File: config.mk
export PLATFORM = sky130hd
export DESIGN_NAME = lfsr_prng_gen
export DESIGN_NICKNAME = d
export VERILOG_FILES = /design/src/rtl/prng_pkg.sv /design/src/rtl/lfsr_advance.sv /design/src/rtl/lfsr_prng_gen.sv
export SDC_FILE = /design/constraint.sdc
export NUM_CORES = 1
export LEC_CHECK = 0
export CAP_MARGIN = 20
export CORE_ASPECT_RATIO = 0.6
export CORE_MARGIN = 2
export CORE_UTILIZATION = 47
export CTS_BUF_LIST = sky130_fd_sc_hd__clkbuf_4 sky130_fd_sc_hd__clkbuf_8
export CTS_CLUSTER_SIZE = 30
export DETAILED_ROUTE_END_ITERATION = 10
export PLACE_DENSITY = 0.87
export SLEW_MARGIN = 20
export SYNTH_ARGS = -nofsm -noshare
export SYNTH_HDL_FRONTEND = slang
export SYNTH_SLANG_ARGS = --single-unit
File: constraint.sdc
create_clock -name clk -period 3 [get_ports clk]
set_clock_uncertainty 0.05 [all_clocks]
set_input_delay 0.9 -clock clk [delete_from_list [all_inputs] [get_ports clk]]
set_output_delay 0.9 -clock clk [all_outputs]
set_load 0.03 [all_outputs]
File: src/rtl/prng_pkg.sv
// Shared types, constants and the single-step Galois LFSR helper for the
// lfsr_prng_gen pseudo-random word generator.
package prng_pkg;

    // Generator sequencing states.
    typedef enum logic [1:0] {
        IDLE   = 2'd0,
        WARMUP = 2'd1,
        RUN    = 2'd2
    } prng_state_e;

    // x^32 + x^7 + x^5 + x^3 + x^2 + x + 1, bit k = coefficient of x^k.
    localparam logic [31:0] POLY32_DEFAULT = 32'h0000_00AF;

    // Widest LFSR the helper supports.
    localparam int MAX_WIDTH = 64;

    // One Galois shift of a width-bit register held in the low bits of s:
    // shift left, and if the bit leaving the top was set, fold in the taps.
    function automatic logic [MAX_WIDTH-1:0] lfsr_step(
        input logic [MAX_WIDTH-1:0] s,
        input logic [MAX_WIDTH-1:0] taps,
        input int                   width
    );
        logic [MAX_WIDTH-1:0] mask;
        logic [MAX_WIDTH-1:0] nxt;
        mask = (width >= MAX_WIDTH) ? '1 : ((64'd1 << width) - 64'd1);
        nxt  = {s[MAX_WIDTH-2:0], 1'b0} ^ (s[6'(width - 1)] ? taps : '0);
        return nxt & mask;
    endfunction

endpackage : prng_pkg

File: src/rtl/lfsr_advance.sv
// Combinational LFSR advance: applies STEPS Galois shifts to the incoming
// state in a single cycle. Shared by the warm-up and run paths of the top.
module lfsr_advance
    import prng_pkg::*;
#(
    parameter int               WIDTH = 32,
    parameter logic [WIDTH-1:0] TAPS  = WIDTH'(POLY32_DEFAULT),
    parameter int               STEPS = 1
) (
    input  logic [WIDTH-1:0] state_in,
    output logic [WIDTH-1:0] state_out
);

    logic [MAX_WIDTH-1:0] acc;

    // Unrolled chain of STEPS single shifts.
    always_comb begin
        // NOTE: acc is a combinational scratch variable chained through the
        // loop, so it is written with blocking assignments; each iteration
        // must see the previous iteration's result immediately.
        acc = MAX_WIDTH'(state_in);
        for (int i = 0; i < STEPS; i++) begin
            acc = lfsr_step(acc, MAX_WIDTH'(TAPS), WIDTH);
        end
        state_out = acc[WIDTH-1:0];
    end

endmodule : lfsr_advance

File: src/rtl/lfsr_prng_gen.sv
// Parametrised Galois-LFSR pseudo-random word generator with a valid/ready
// output handshake, seed-load handshake, zero-seed guard and an
// IDLE/WARMUP/RUN sequencer.
// Optional build macro PRNG_LOCKUP_RECOVER_EN: adds the sticky lockup_err
// output and recovery from an all-zero state while warming up or running.
module lfsr_prng_gen
    import prng_pkg::prng_state_e, prng_pkg::POLY32_DEFAULT;
#(
    parameter int               WIDTH        = 32,
    parameter logic [WIDTH-1:0] TAPS         = WIDTH'(POLY32_DEFAULT),
    parameter int               OUT_W        = 32,
    parameter int               STEPS        = 1,
    parameter int               WARMUP       = 0,
    parameter logic [WIDTH-1:0] SEED_DEFAULT = WIDTH'(1)
) (
    input  logic             clk,
    input  logic             rst_n,
    input  logic             seed_valid,
    output logic             seed_ready,
    input  logic [WIDTH-1:0] seed,
    output logic             o_valid,
    input  logic             o_ready,
`ifdef PRNG_LOCKUP_RECOVER_EN
    output logic             lockup_err,
`endif
    output logic [OUT_W-1:0] o_data
);

    // Parameter legality, rejected at elaboration.
    if (WIDTH < 3 || WIDTH > 64) begin : g_bad_width
        $fatal(1, "lfsr_prng_gen: WIDTH must be 3..64");
    end
    if (TAPS[0] == 1'b0) begin : g_bad_taps
        $fatal(1, "lfsr_prng_gen: TAPS[0] must be 1");
    end
    if (OUT_W < 1 || OUT_W > WIDTH) begin : g_bad_out_w
        $fatal(1, "lfsr_prng_gen: OUT_W must be 1..WIDTH");
    end
    if (STEPS < 1 || STEPS > WIDTH) begin : g_bad_steps
        $fatal(1, "lfsr_prng_gen: STEPS must be 1..WIDTH");
    end
    if (WARMUP < 0 || WARMUP > 255) begin : g_bad_warmup
        $fatal(1, "lfsr_prng_gen: WARMUP must be 0..255");
    end
    if (SEED_DEFAULT == '0) begin : g_bad_seed_default
        $fatal(1, "lfsr_prng_gen: SEED_DEFAULT must be non-zero");
    end

    localparam logic [7:0] WARM_INIT = 8'(WARMUP);

    logic [WIDTH-1:0] state_q, state_d, state_adv;
    prng_state_e      fsm_q, fsm_d;
    logic [7:0]       warm_cnt_q, warm_cnt_d;
    logic             lockup_det;

    lfsr_advance #(
        .WIDTH (WIDTH),
        .TAPS  (TAPS),
        .STEPS (STEPS)
    ) u_adv (
        .state_in  (state_q),
        .state_out (state_adv)
    );

`ifdef PRNG_LOCKUP_RECOVER_EN
    logic lockup_err_q, lockup_err_d;

    // An all-zero state is a fixed point of the LFSR; flag it while active.
    assign lockup_det = (fsm_q != prng_pkg::IDLE) && (state_q == '0);
    assign lockup_err = lockup_err_q;
`else
    assign lockup_det = 1'b0;
`endif

    // Seed is always accepted once out of reset.
    assign seed_ready = rst_n;
    assign o_valid    = (fsm_q == prng_pkg::RUN) && !lockup_det;
    assign o_data     = state_q[OUT_W-1:0];

    // Next-state selection: seed load wins, then lockup recovery, then the
    // per-state advance.
    always_comb begin
        // NOTE: each next-value is given its hold value first, so every path
        // through the branches assigns it and no latch is inferred.
        state_d    = state_q;
        fsm_d      = fsm_q;
        warm_cnt_d = warm_cnt_q;
`ifdef PRNG_LOCKUP_RECOVER_EN
        lockup_err_d = lockup_err_q;
`endif
        if (seed_valid) begin
            state_d = (seed == '0) ? SEED_DEFAULT : seed;
`ifdef PRNG_LOCKUP_RECOVER_EN
            lockup_err_d = 1'b0;
`endif
            if (WARMUP > 0) begin
                warm_cnt_d = WARM_INIT;
                fsm_d      = prng_pkg::WARMUP;
            end else begin
                fsm_d = prng_pkg::RUN;
            end
        end else if (lockup_det) begin
            state_d = SEED_DEFAULT;
`ifdef PRNG_LOCKUP_RECOVER_EN
            lockup_err_d = 1'b1;
`endif
        end else begin
            case (fsm_q)
                prng_pkg::WARMUP: begin
                    state_d    = state_adv;
                    warm_cnt_d = warm_cnt_q - 8'd1;
                    if (warm_cnt_q == 8'd1) begin
                        fsm_d = prng_pkg::RUN;
                    end
                end
                prng_pkg::RUN: begin
                    if (o_ready) begin
                        state_d = state_adv;
                    end
                end
                default: begin
                    // IDLE: hold.
                end
            endcase
        end
    end

    // State, sequencer and warm-up counter registers.
    always_ff @(posedge clk or negedge rst_n) begin
        // NOTE: sequential state uses non-blocking assignments so all
        // registers update together from pre-edge values.
        if (!rst_n) begin
            state_q    <= SEED_DEFAULT;
            fsm_q      <= prng_pkg::IDLE;
            warm_cnt_q <= '0;
`ifdef PRNG_LOCKUP_RECOVER_EN
            lockup_err_q <= 1'b0;
`endif
        end else begin
            state_q    <= state_d;
            fsm_q      <= fsm_d;
            warm_cnt_q <= warm_cnt_d;
`ifdef PRNG_LOCKUP_RECOVER_EN
            lockup_err_q <= lockup_err_d;
`endif
        end
    end

endmodule : lfsr_prng_gen

==> out/metrics.cfg, run 1 <==
[critical_path]
crit_chain = clkdlybuf4s50_1
critical_path_buf_inv_count = 1
critPathTopFamily = buffers and inverters
critical-path-max-stage-delay_ns = 0.75
worst-path-max-fanout = 8
cp_slowest_cell = sky130_fd_sc_hd__clkdlybuf4s50_1
start_kind = register
worst_setup_path_end_kind = output port
worst_ep_required_time_ns = 2.05
worst-endpoint-arrival_ns = 1.59
worst-setup-path-type = reg2out

[sta]
fin_setup_tns_ns = 0
worst_hold_check_slack_ns = 0.463
setup_viol = 0
setup_ws_ns = 0.464
rsz_0062_raised_after_global_routing = no
slew-limit-headroom = 0.661
fmaxAchievable_mhz = 394
timing.final.crit_share = 0.845
final.min_clock_period_ns = 2.54
max_slew.worst_pin.slew_ns = 0.508
final_max_slew_viol_count = 0
finalHoldViolCount = 0

[power_and_ir_drop]
leak_nw = 1.02
cellPowerDensity_nw_per_um2 = 597
ir_drop_mv = 0.417

[cts]
post_cts_resize_count = 0
cts-buffers-inserted = 5
cts.path.max_buffers = 2
cts_post_setup_buffers_inserted = 0
h_tree_depth = 2
cts_sinks = 33
cts_tree = built
cts_hold_buf = 0
worst_setup_hold_path_clk_slew_ns = 0.07
clock-root-buffer = sky130_fd_sc_hd__clkbuf_8
clkLatencyLatePin_ns = 0.28

[synthesis]
synth.cells.most_frequent = 32 x sky130_fd_sc_hd__dfrtp_1, 32 x sky130_fd_sc_hd__nand2_1, 27 x sky130_fd_sc_hd__o21ai_0
ys_async_sr_fraction = 1.00
synth_largest_area_cell = sky130_fd_sc_hd__dfrtp_1
syn_avg_cell_area_sq_um = 9.93
synth_warnings = 0
synth.cell_area_sq_um = 1660
post_synth_inst_count = 167
synth-main-ff-cell = sky130_fd_sc_hd__dfrtp_1
synth-edff-count = 0
postSynthRegisterBits = 33
yosysSeqAreaShare = 0.499
yosys.cell_types.count = 20
ys_top_cells_by_area = sky130_fd_sc_hd__dfrtp_1 48%, sky130_fd_sc_hd__mux2i_1 16%, sky130_fd_sc_hd__o21ai_0 8.2%, sky130_fd_sc_hd__nand2_1 7.2%, sky130_fd_sc_hd__nor4_1 3.0%
yosysTopAreaCellShare = 0.483
syn-num-nets = 203

[route]
totalWireLength_um = 4110
firstDrtPassIters = 4
vias_per_cell = 5.22
routed-via-count = 1455
detail_route.drc_violations = 0
final_antenna_net_count = 0
first_iter_violations = 54
route.detailed.wl_per_inst_um = 14.7

[floorplan]
die_area_sq_um = 4030
initial_utilization = 0.499
core_sq_um = 3320
num_rows = 16
die_height_um = 50.0
dieWidth_um = 80.7
ios = 70

[cells_and_area]
antenna_cells_inserted = 0
drive_gt1_frac = 0.0684
num-nets-final = 269
syn_to_final_growth_pct = 48.1

[status]
run_status = completed

[global_routing]
grt_pass1_vias = 1405
grt-ovfl-total = 0
first_pass_grt_wire_length_um = 6800
grt_antenna_before_repair = 0
maximum_number_of_pins_on_one_net_before_global_route_repair = 50
grt_use_total = 0.224

[place]
buffer_ports.inserted = 69
hpwlAfterDp_um = 2930
gpl.final_weighted_congestion = 0.764
preCtsSetupSlack_ns = 0.512

[hold_path]
hold_class = reg2reg

[job]
cap_viol_max_count = 0

-- registers in the layout, indices dropped and copies added (netlist names) --
register and cells:
o_data 32, fsm_q 1
-- metal layers --
| metal | part of all wire | track usage |
|---|---|---|
| met1 | 0.47 | 0.324 |
| met4 | 0.0088 | 0.0593 |
| met5 | 0 | 0 |
| met2 | 0.43 | 0.319 |
| met3 | 0.096 | 0.0788 |
-- worst paths after layout --
| path | start | endpoint | cells after the start | slack (ns) |
|---|---|---|---|---|
| max in group asynchronous | rst_n | o_data[0] | 2 | 1.57 |
| worst min register to register | o_data[27] | o_data[27] | 2 | 0.46 |
| worst max register to register | fsm_q[1] | o_data[12] | 4 | 1.61 |
| min in group asynchronous | rst_n | o_data[29] | 2 | 0.99 |
| worst max-delay path | o_data[31] | o_data[31] | 1 | 0.46 |
| worst min-delay path | o_data[27] | o_data[27] | 2 | 0.46 |
-- power breakdown --
group          switching, mW  internal [mW]
logic                  0.247          0.210
registers             0.0605          0.510
clock network          0.159          0.280
total                  0.466          0.999
-- cell usage in the layout, fill, tap and decap left out --
| master | Yosys | layout |
|---|---|---|
| sky130_fd_sc_hd__buf_4 | 4 | 3 |
| sky130_fd_sc_hd__or2_2 | 1 | 1 |
| sky130_fd_sc_hd__clkdlybuf4s50_1 | 0 | 67 |
| sky130_fd_sc_hd__xnor2_1 | 5 | 5 |
| sky130_fd_sc_hd__mux2i_1 | 26 | 26 |
| sky130_fd_sc_hd__buf_2 | 4 | 1 |
| sky130_fd_sc_hd__dfrtp_1 | 32 | 32 |
| sky130_fd_sc_hd__dfstp_2 | 1 | 1 |
| sky130_fd_sc_hd__inv_1 | 1 | 1 |
| sky130_fd_sc_hd__clkbuf_8 | 0 | 6 |
| sky130_fd_sc_hd__nor4_1 | 8 | 8 |
| sky130_fd_sc_hd__a21oi_1 | 5 | 5 |
| sky130_fd_sc_hd__nor2_1 | 7 | 7 |
| sky130_fd_sc_hd__o21ai_1 | 5 | 5 |
| sky130_fd_sc_hd__bufinv_16 | 0 | 1 |
| sky130_fd_sc_hd__o31a_1 | 1 | 1 |
| sky130_fd_sc_hd__buf_12 | 0 | 1 |
| sky130_fd_sc_hd__a21oi_4 | 1 | 1 |
| sky130_fd_sc_hd__nand2_1 | 32 | 32 |
| sky130_fd_sc_hd__clkbuf_4 | 1 | 1 |
| sky130_fd_sc_hd__nand4_1 | 2 | 2 |
| sky130_fd_sc_hd__o21ai_0 | 27 | 27 |
-- final cells by class --
class / count / area [sq um]
clock buffers: 7 / 90.1
clock inverters: 1 / 30.0
fillers: 251 / 868
inverters: 1 / 3.75
multi-input cells: 120 / 729
flip-flops and latches: 33 / 827
well taps: 45 / 56.3
repair buffers: 72 / 718
-- stage by stage --
stage	instances	power, mW	area (sq um)	utilization
after detailed placement	271	1.03	2330	0.703
after floorplan	167	0.816	1660	-
after global routing	279	1.54	2450	0.739
after CTS	279	1.48	2450	0.739
after global placement	271	1.02	2330	0.703
final	279	1.47	2450	0.739
-- cell families after synthesis --
logic type / count (synthesis) / synth area share
muxes: 26 / 0.157
AOI/OAI and AO/OA: 39 / 0.127
and+or+nand+nor: 50 / 0.130
buffers and inverters: 14 / 0.0611
xor gates and xnor gates: 5 / 0.0264
DFF: 33 / 0.499
Note: power is estimated with default switching activity, not from simulation.
==> run 2: changes to the inputs <==
CORE_UTILIZATION = 40   (was 47)
PLACE_DENSITY = 0.79   (was 0.87)
clock period = 2.1 ns   (was 3 ns; I/O delays follow)
==> run 2 against run 1 <==
Compared with the run above:
- sequential share of layout area is 0.56 points lower
- critical path type unchanged
- clock power grew 21%
- register-to-register slack worse by 0.70 ns
- routed wire length hardly changed
- non-clock buffer count increased by 5
- global-route usage shrank 3.5 points
- largest power group unchanged
==> out/metrics.cfg, run 2 (synthesis results as in run 1) <==
[sta]
worst_hold_check_slack_ns = 0.455
fmaxAchievable_mhz = 489
final_max_slew_viol_count = 0
fin_setup_tns_ns = 0
final.min_clock_period_ns = 2.05
rsz_0062_raised_after_global_routing = no
setup_viol = 0
max_slew.worst_pin.slew_ns = 0.497
finalHoldViolCount = 0
slew-limit-headroom = 0.666
setup_ws_ns = 0.0548
timing.final.crit_share = 0.974

[cells_and_area]
largest_register_ff_count = 32
drive_gt1_frac = 0.0879
syn_to_final_growth_pct = 50.6
layout.cells.most_common_list = 64 x sky130_fd_sc_hd__clkdlybuf4s50_1, 32 x sky130_fd_sc_hd__nand2_1, 32 x sky130_fd_sc_hd__dfrtp_1
layout_commonest_cell = sky130_fd_sc_hd__clkdlybuf4s50_1
antenna_cells_inserted = 0
num-fill-cells = 354
post_layout_nonfiller_instances = 289
num-nets-final = 274

[place]
hpwlAfterDp_um = 3040
gpl.final_weighted_congestion = 0.761
placed_cells_incl_taps = 281
buffer_ports.inserted = 69
preCtsSetupSlack_ns = 0.0407

[critical_path]
worst_setup_path_end_kind = output port
worstReg2RegStart = fsm_q[1]
worst-endpoint-arrival_ns = 1.37
critical_path_buf_inv_count = 1
critical_path_depth = 1
critPathTopFamily = buffers and inverters
worst-path-max-fanout = 3
start_kind = register
crit-reg2reg-capture = o_data[4]
worst_ep_required_time_ns = 1.42
reg2reg_setup_slack_ns = 0.91
crit_chain = clkdlybuf4s50_1
r2r_cells = 3
cp_slowest_cell = sky130_fd_sc_hd__clkdlybuf4s50_1
worst-setup-path-type = reg2out
critical-path-max-stage-delay_ns = 0.69

[floorplan]
core_sq_um = 4050
ios = 70
num_rows = 18
dieWidth_um = 87.1
die_area_sq_um = 4690
die_height_um = 53.9
initial_utilization = 0.409

[hold_path]
min_path_cells = 2
hp-start = o_data[27]
timing.hold.worst_endpoint = o_data[27]
hold_class = reg2reg

[power_and_ir_drop]
total_power_mw = 2.00
cellPowerDensity_nw_per_um2 = 803
leak_nw = 1.05
ir_drop_mv = 0.431

[cts]
cts_hold_buf = 0
cts_post_setup_buffers_inserted = 0
cts_sinks = 33
clock-root-buffer = sky130_fd_sc_hd__clkbuf_8
worst_setup_hold_path_clk_slew_ns = 0.07
clkLatencyLatePin_ns = 0.29
cts.path.max_buffers = 2
cts-buffers-inserted = 5
cts_tree = built
h_tree_depth = 2

[global_routing]
first_pass_grt_wire_length_um = 6620
maximum_number_of_pins_on_one_net_before_global_route_repair = 37
grt-ovfl-total = 0
grt_pass1_vias = 1353
grt_use_total = 0.189
grt_antenna_before_repair = 0

[route]
route.detailed.wl_per_inst_um = 14.2
firstDrtPassIters = 4
routed-via-count = 1439
first_iter_violations = 64
final_antenna_net_count = 0
totalWireLength_um = 4110
vias_per_cell = 4.98
detail_route.drc_violations = 0

[job]
cap_viol_max_count = 0

[status]
run_status = completed

-- run 2: cell count changes in the layout (fill, tap and decap cells not counted) --
cell	delta
sky130_fd_sc_hd__buf_12	+1
sky130_fd_sc_hd__buf_4	+4
sky130_fd_sc_hd__bufinv_16	-1
sky130_fd_sc_hd__clkbuf_4	-1
sky130_fd_sc_hd__clkbuf_8	+1
sky130_fd_sc_hd__clkdlybuf4s50_1	-3
sky130_fd_sc_hd__clkinv_2	+1
sky130_fd_sc_hd__dlygate4sd2_1	+1
sky130_fd_sc_hd__dlymetal6s2s_1	+2
-- run 2: power by group --
| group | internal (mW) | switching (mW) | total, mW |
|---|---|---|---|
| Sequential | 0.729 | 0.0741 | 0.803 |
| Combinational | 0.308 | 0.361 | 0.669 |
| Clock | 0.296 | 0.236 | 0.532 |
-- run 2: worst reg2reg max path: cells and delay by family, from the launching register on --
kind            cells  cell delay [ns]
compound gates      2             0.36
buf+inv             1             0.24
flops               1             0.42
-- run 2: cell type report --
cell class,count,area (sq um),area share
clock buffers,7,96.3,0.0386
clock inverters,1,5.00,0.00201
inverters,1,3.75,0.00150
multi-input cells,120,729,0.292
flip-flops and latches,33,827,0.331
well taps,50,62.6,0.0251
repair buffers,77,772,0.309
-- run 2: stage by stage --
stage                util  area, sq um
floorplan               -         1660
global placement    0.590         2390
detailed placement  0.590         2390
CTS                 0.615         2490
global route        0.616         2500
finish              0.616         2500
-- run 2: worst max-delay path by stage --
stage / from / end
6_report: o_data[4] / o_data[4]
5_1_grt: o_data[1] / o_data[1]
2_1_floorplan: rst_n / seed_ready
4_1_cts: fsm_q[1] / o_valid
3_5_place_dp: seed[11] / o_data[0]
3_3_place_gp: seed[11] / o_data[0]
-- run 2: repair_timing --
item | CTS | global route
setup endpoints to repair | 1 | 2
cloned | 0 | 0
pin swaps | 0 | 0
resized for setup | 1 | 2
-- run 2: layer usage --
layer | GRT usage | part of all wire | wire length [um] | vias up
li1 | - | - | - | 722
met1 | 0.273 | 0.51 | 2080 | 666
met2 | 0.274 | 0.42 | 1730 | 49
met3 | 0.0629 | 0.068 | 278 | 2
met4 | 0.0462 | 0.0044 | 18 | 0
met5 | 0 | 0 | 0 | -
==> edit: new RTL, settings of run 1 <==
Change the parameter `OUT_W` from 32 to 28.
--- a/src/rtl/lfsr_prng_gen.sv
+++ b/src/rtl/lfsr_prng_gen.sv
@@ -8,7 +8,7 @@
 #(
     parameter int               WIDTH        = 32,
     parameter logic [WIDTH-1:0] TAPS         = WIDTH'(POLY32_DEFAULT),
-    parameter int               OUT_W        = 32,
+    parameter int               OUT_W        = 28,
     parameter int               STEPS        = 1,
     parameter int               WARMUP       = 0,
     parameter logic [WIDTH-1:0] SEED_DEFAULT = WIDTH'(1)
Interface: changed (resized o_data); port bits go from 70 to 66. The function was not compared with the original's and may differ.
==> edit against run 1 <==
Non-clock buffer count is 3 lower; cell count down 0.36%; sequential cell count unchanged; synthesized area increased by 10%; wire length is 5.5% lower; via count shrank 2.5%; total power shrank 8.1%; combinational power shrank 7.0%; fmax up 1.5%; setup slack better by 0.037 ns; design area fell by 2.1%; count of clock-buffer cells in the layout rose by 1; critical endpoint is now seed_ready; highest routed layer unchanged.
==> edit: results (changes against run 1) <==
status completed; slowest CP cell clkdlybuf4s50_1; Largest regs state_q (32), fsm_q (1); largest net degree at the start of global routing 35 (-30%); Min-Delay Path Class reg2reg; critical hold path startpoint state_q[30]$_DFFE_PN0P_; Total Routed Length 3.88 mm (-5.5%); final setup TNS 0 ns (unchanged); CTS Root Cell clkbuf_8; complex-gate fraction of the synthesized area 11.5% (-1.2 points); Ys Warns 0 (unchanged); worst-path fanout max 2 (-6); DR pass1 iterations 5 (+1); post-CTS sizing 0 (unchanged); ys async rst share 100% (unchanged); VDD IR max 0.315 mV (-24%); Hold Crit Depth 2 (unchanged); sequential fraction of the synthesis area 45.2% (-4.7 points); gpl congestion 0.784 (+2.6%); vias in the first global route 1239 (-12%); Leakage Power 0.00100 uW (-1.9%); crit-path max cell delay 0.48 ns (-0.27 ns); reg2reg setup slack 1.58 ns (-0.03 ns); Commonest cells post-synth dfrtp_1, nand2_1, buf_4, o21ai_0, mux2i_1; Post-CTS Setup Bufs 0 (unchanged); Synth Area in Adders 0% (unchanged); most area-consuming cells after synthesis dfrtp_1, mux2i_1, buf_4; Post-DP HPWL 2.94 mm (+0.28%); Worst-Skew Late Latency 0.28 ns (about the same); Max-Slew Margin vs Limit 65.5% (-0.65 points); clock buffer depth 2 (unchanged); cells on worst reg2reg path 3 (-1); Port Buf Inserts 65 (-5.8%); antenna violations before repair 0 (unchanged); Clk pin slew, worst setup/hold paths 0.06 ns; antenna fix cells 0 (unchanged); H-tree Lvls 2 (unchanged); XOR/XNOR share of the synthesized area 2.39% (-0.25 points); worst path arrival time 1.55 ns (-0.04 ns); number of DRC markers in iteration 0 37 (-31%); share of cells above drive strength 1 7.36% (+0.52 points); area fraction of the dominant cell type after synthesis 43.7% (-4.6 points); kind of cell adding the most delay to the critical path buffers and inverters; CTS Buf Count 5 (unchanged); most used flip-flop cell after synthesis dfrtp_1; mux contribution to synthesized area 14.2% (-1.5 points); worst flop-to-flop path startpoint fsm_q[1]$_DFFE_PN0P_; first-pass GRT wire length 6.02 mm (-11%); worst hold path endpoint state_q[30]$_DFFE_PN0P_; worst r2r dst state_q[29]$_DFFE_PN0P_; gr usage total 18.2% (-4.2 points); Yosys cell types 20 (unchanged); nets@finish 266 (-1.1%); drt via density 5.10 (-2.2%); syn_nets 226 (+11%)
edit: cell types whose count changed after synthesis, sizes merged:
| cell | change |
|---|---|
| buf | +23 |
edit: area by class of cell:
| cell class | instances | area (um2) |
|---|---|---|
| Clock buffer | 8 | 97.6 |
| Fill cell | 325 | 1300 |
| Inverter | 1 | 3.75 |
| Multi-Input combinational cell | 120 | 729 |
| Sequential cell | 33 | 827 |
| Tap cell | 47 | 58.8 |
| Timing Repair Buffer | 69 | 686 |
edit: logic make-up (layout without fill, tap and decap cells):
family          count (synthesis)  after routing
compound gates                 39             39
xor+xnor                        5              5
buf+inv                        37             78
flops                          33             33
mux                            26             26
simple gates                   50             50
edit: power by group:
part	internal, uW	switching, uW
Clock	205	152
Combinational	198	226
Sequential	510	55.8
edit: per-stage QoR:
step           std cells  cell area [um2]  util [%]  worst slack, ns  hold slack [ns]
6_report             278             2400      64.9            0.501            0.430
5_1_grt              278             2400      64.9            0.486            0.490
4_1_cts              278             2400      64.9            0.488            0.436
3_5_place_dp         270             2300      62.3            0.488            0.420
3_3_place_gp         270             2300      62.3            0.491            0.413
2_1_floorplan        190             1830         -             1.01            0.399
edit: layer usage:
metal | part of all wire, % | global-route usage [%]
met1 | 48 | 24.9
met2 | 43 | 26.6
met5 | 0 | 0
met4 | 0.49 | 2.38
met3 | 8.5 | 8.98
edit: how the worst max path moves through the flow:
stage	slack, ns	to	startpoint	cells past startpoint
2_1_floorplan	1.01	seed_ready	rst_n	1
3_3_place_gp	0.49	seed_ready	rst_n	2
3_5_place_dp	0.49	seed_ready	rst_n	2
4_1_cts	0.49	seed_ready	rst_n	2
5_1_grt	0.49	seed_ready	rst_n	2
6_report	0.50	seed_ready	rst_n	2
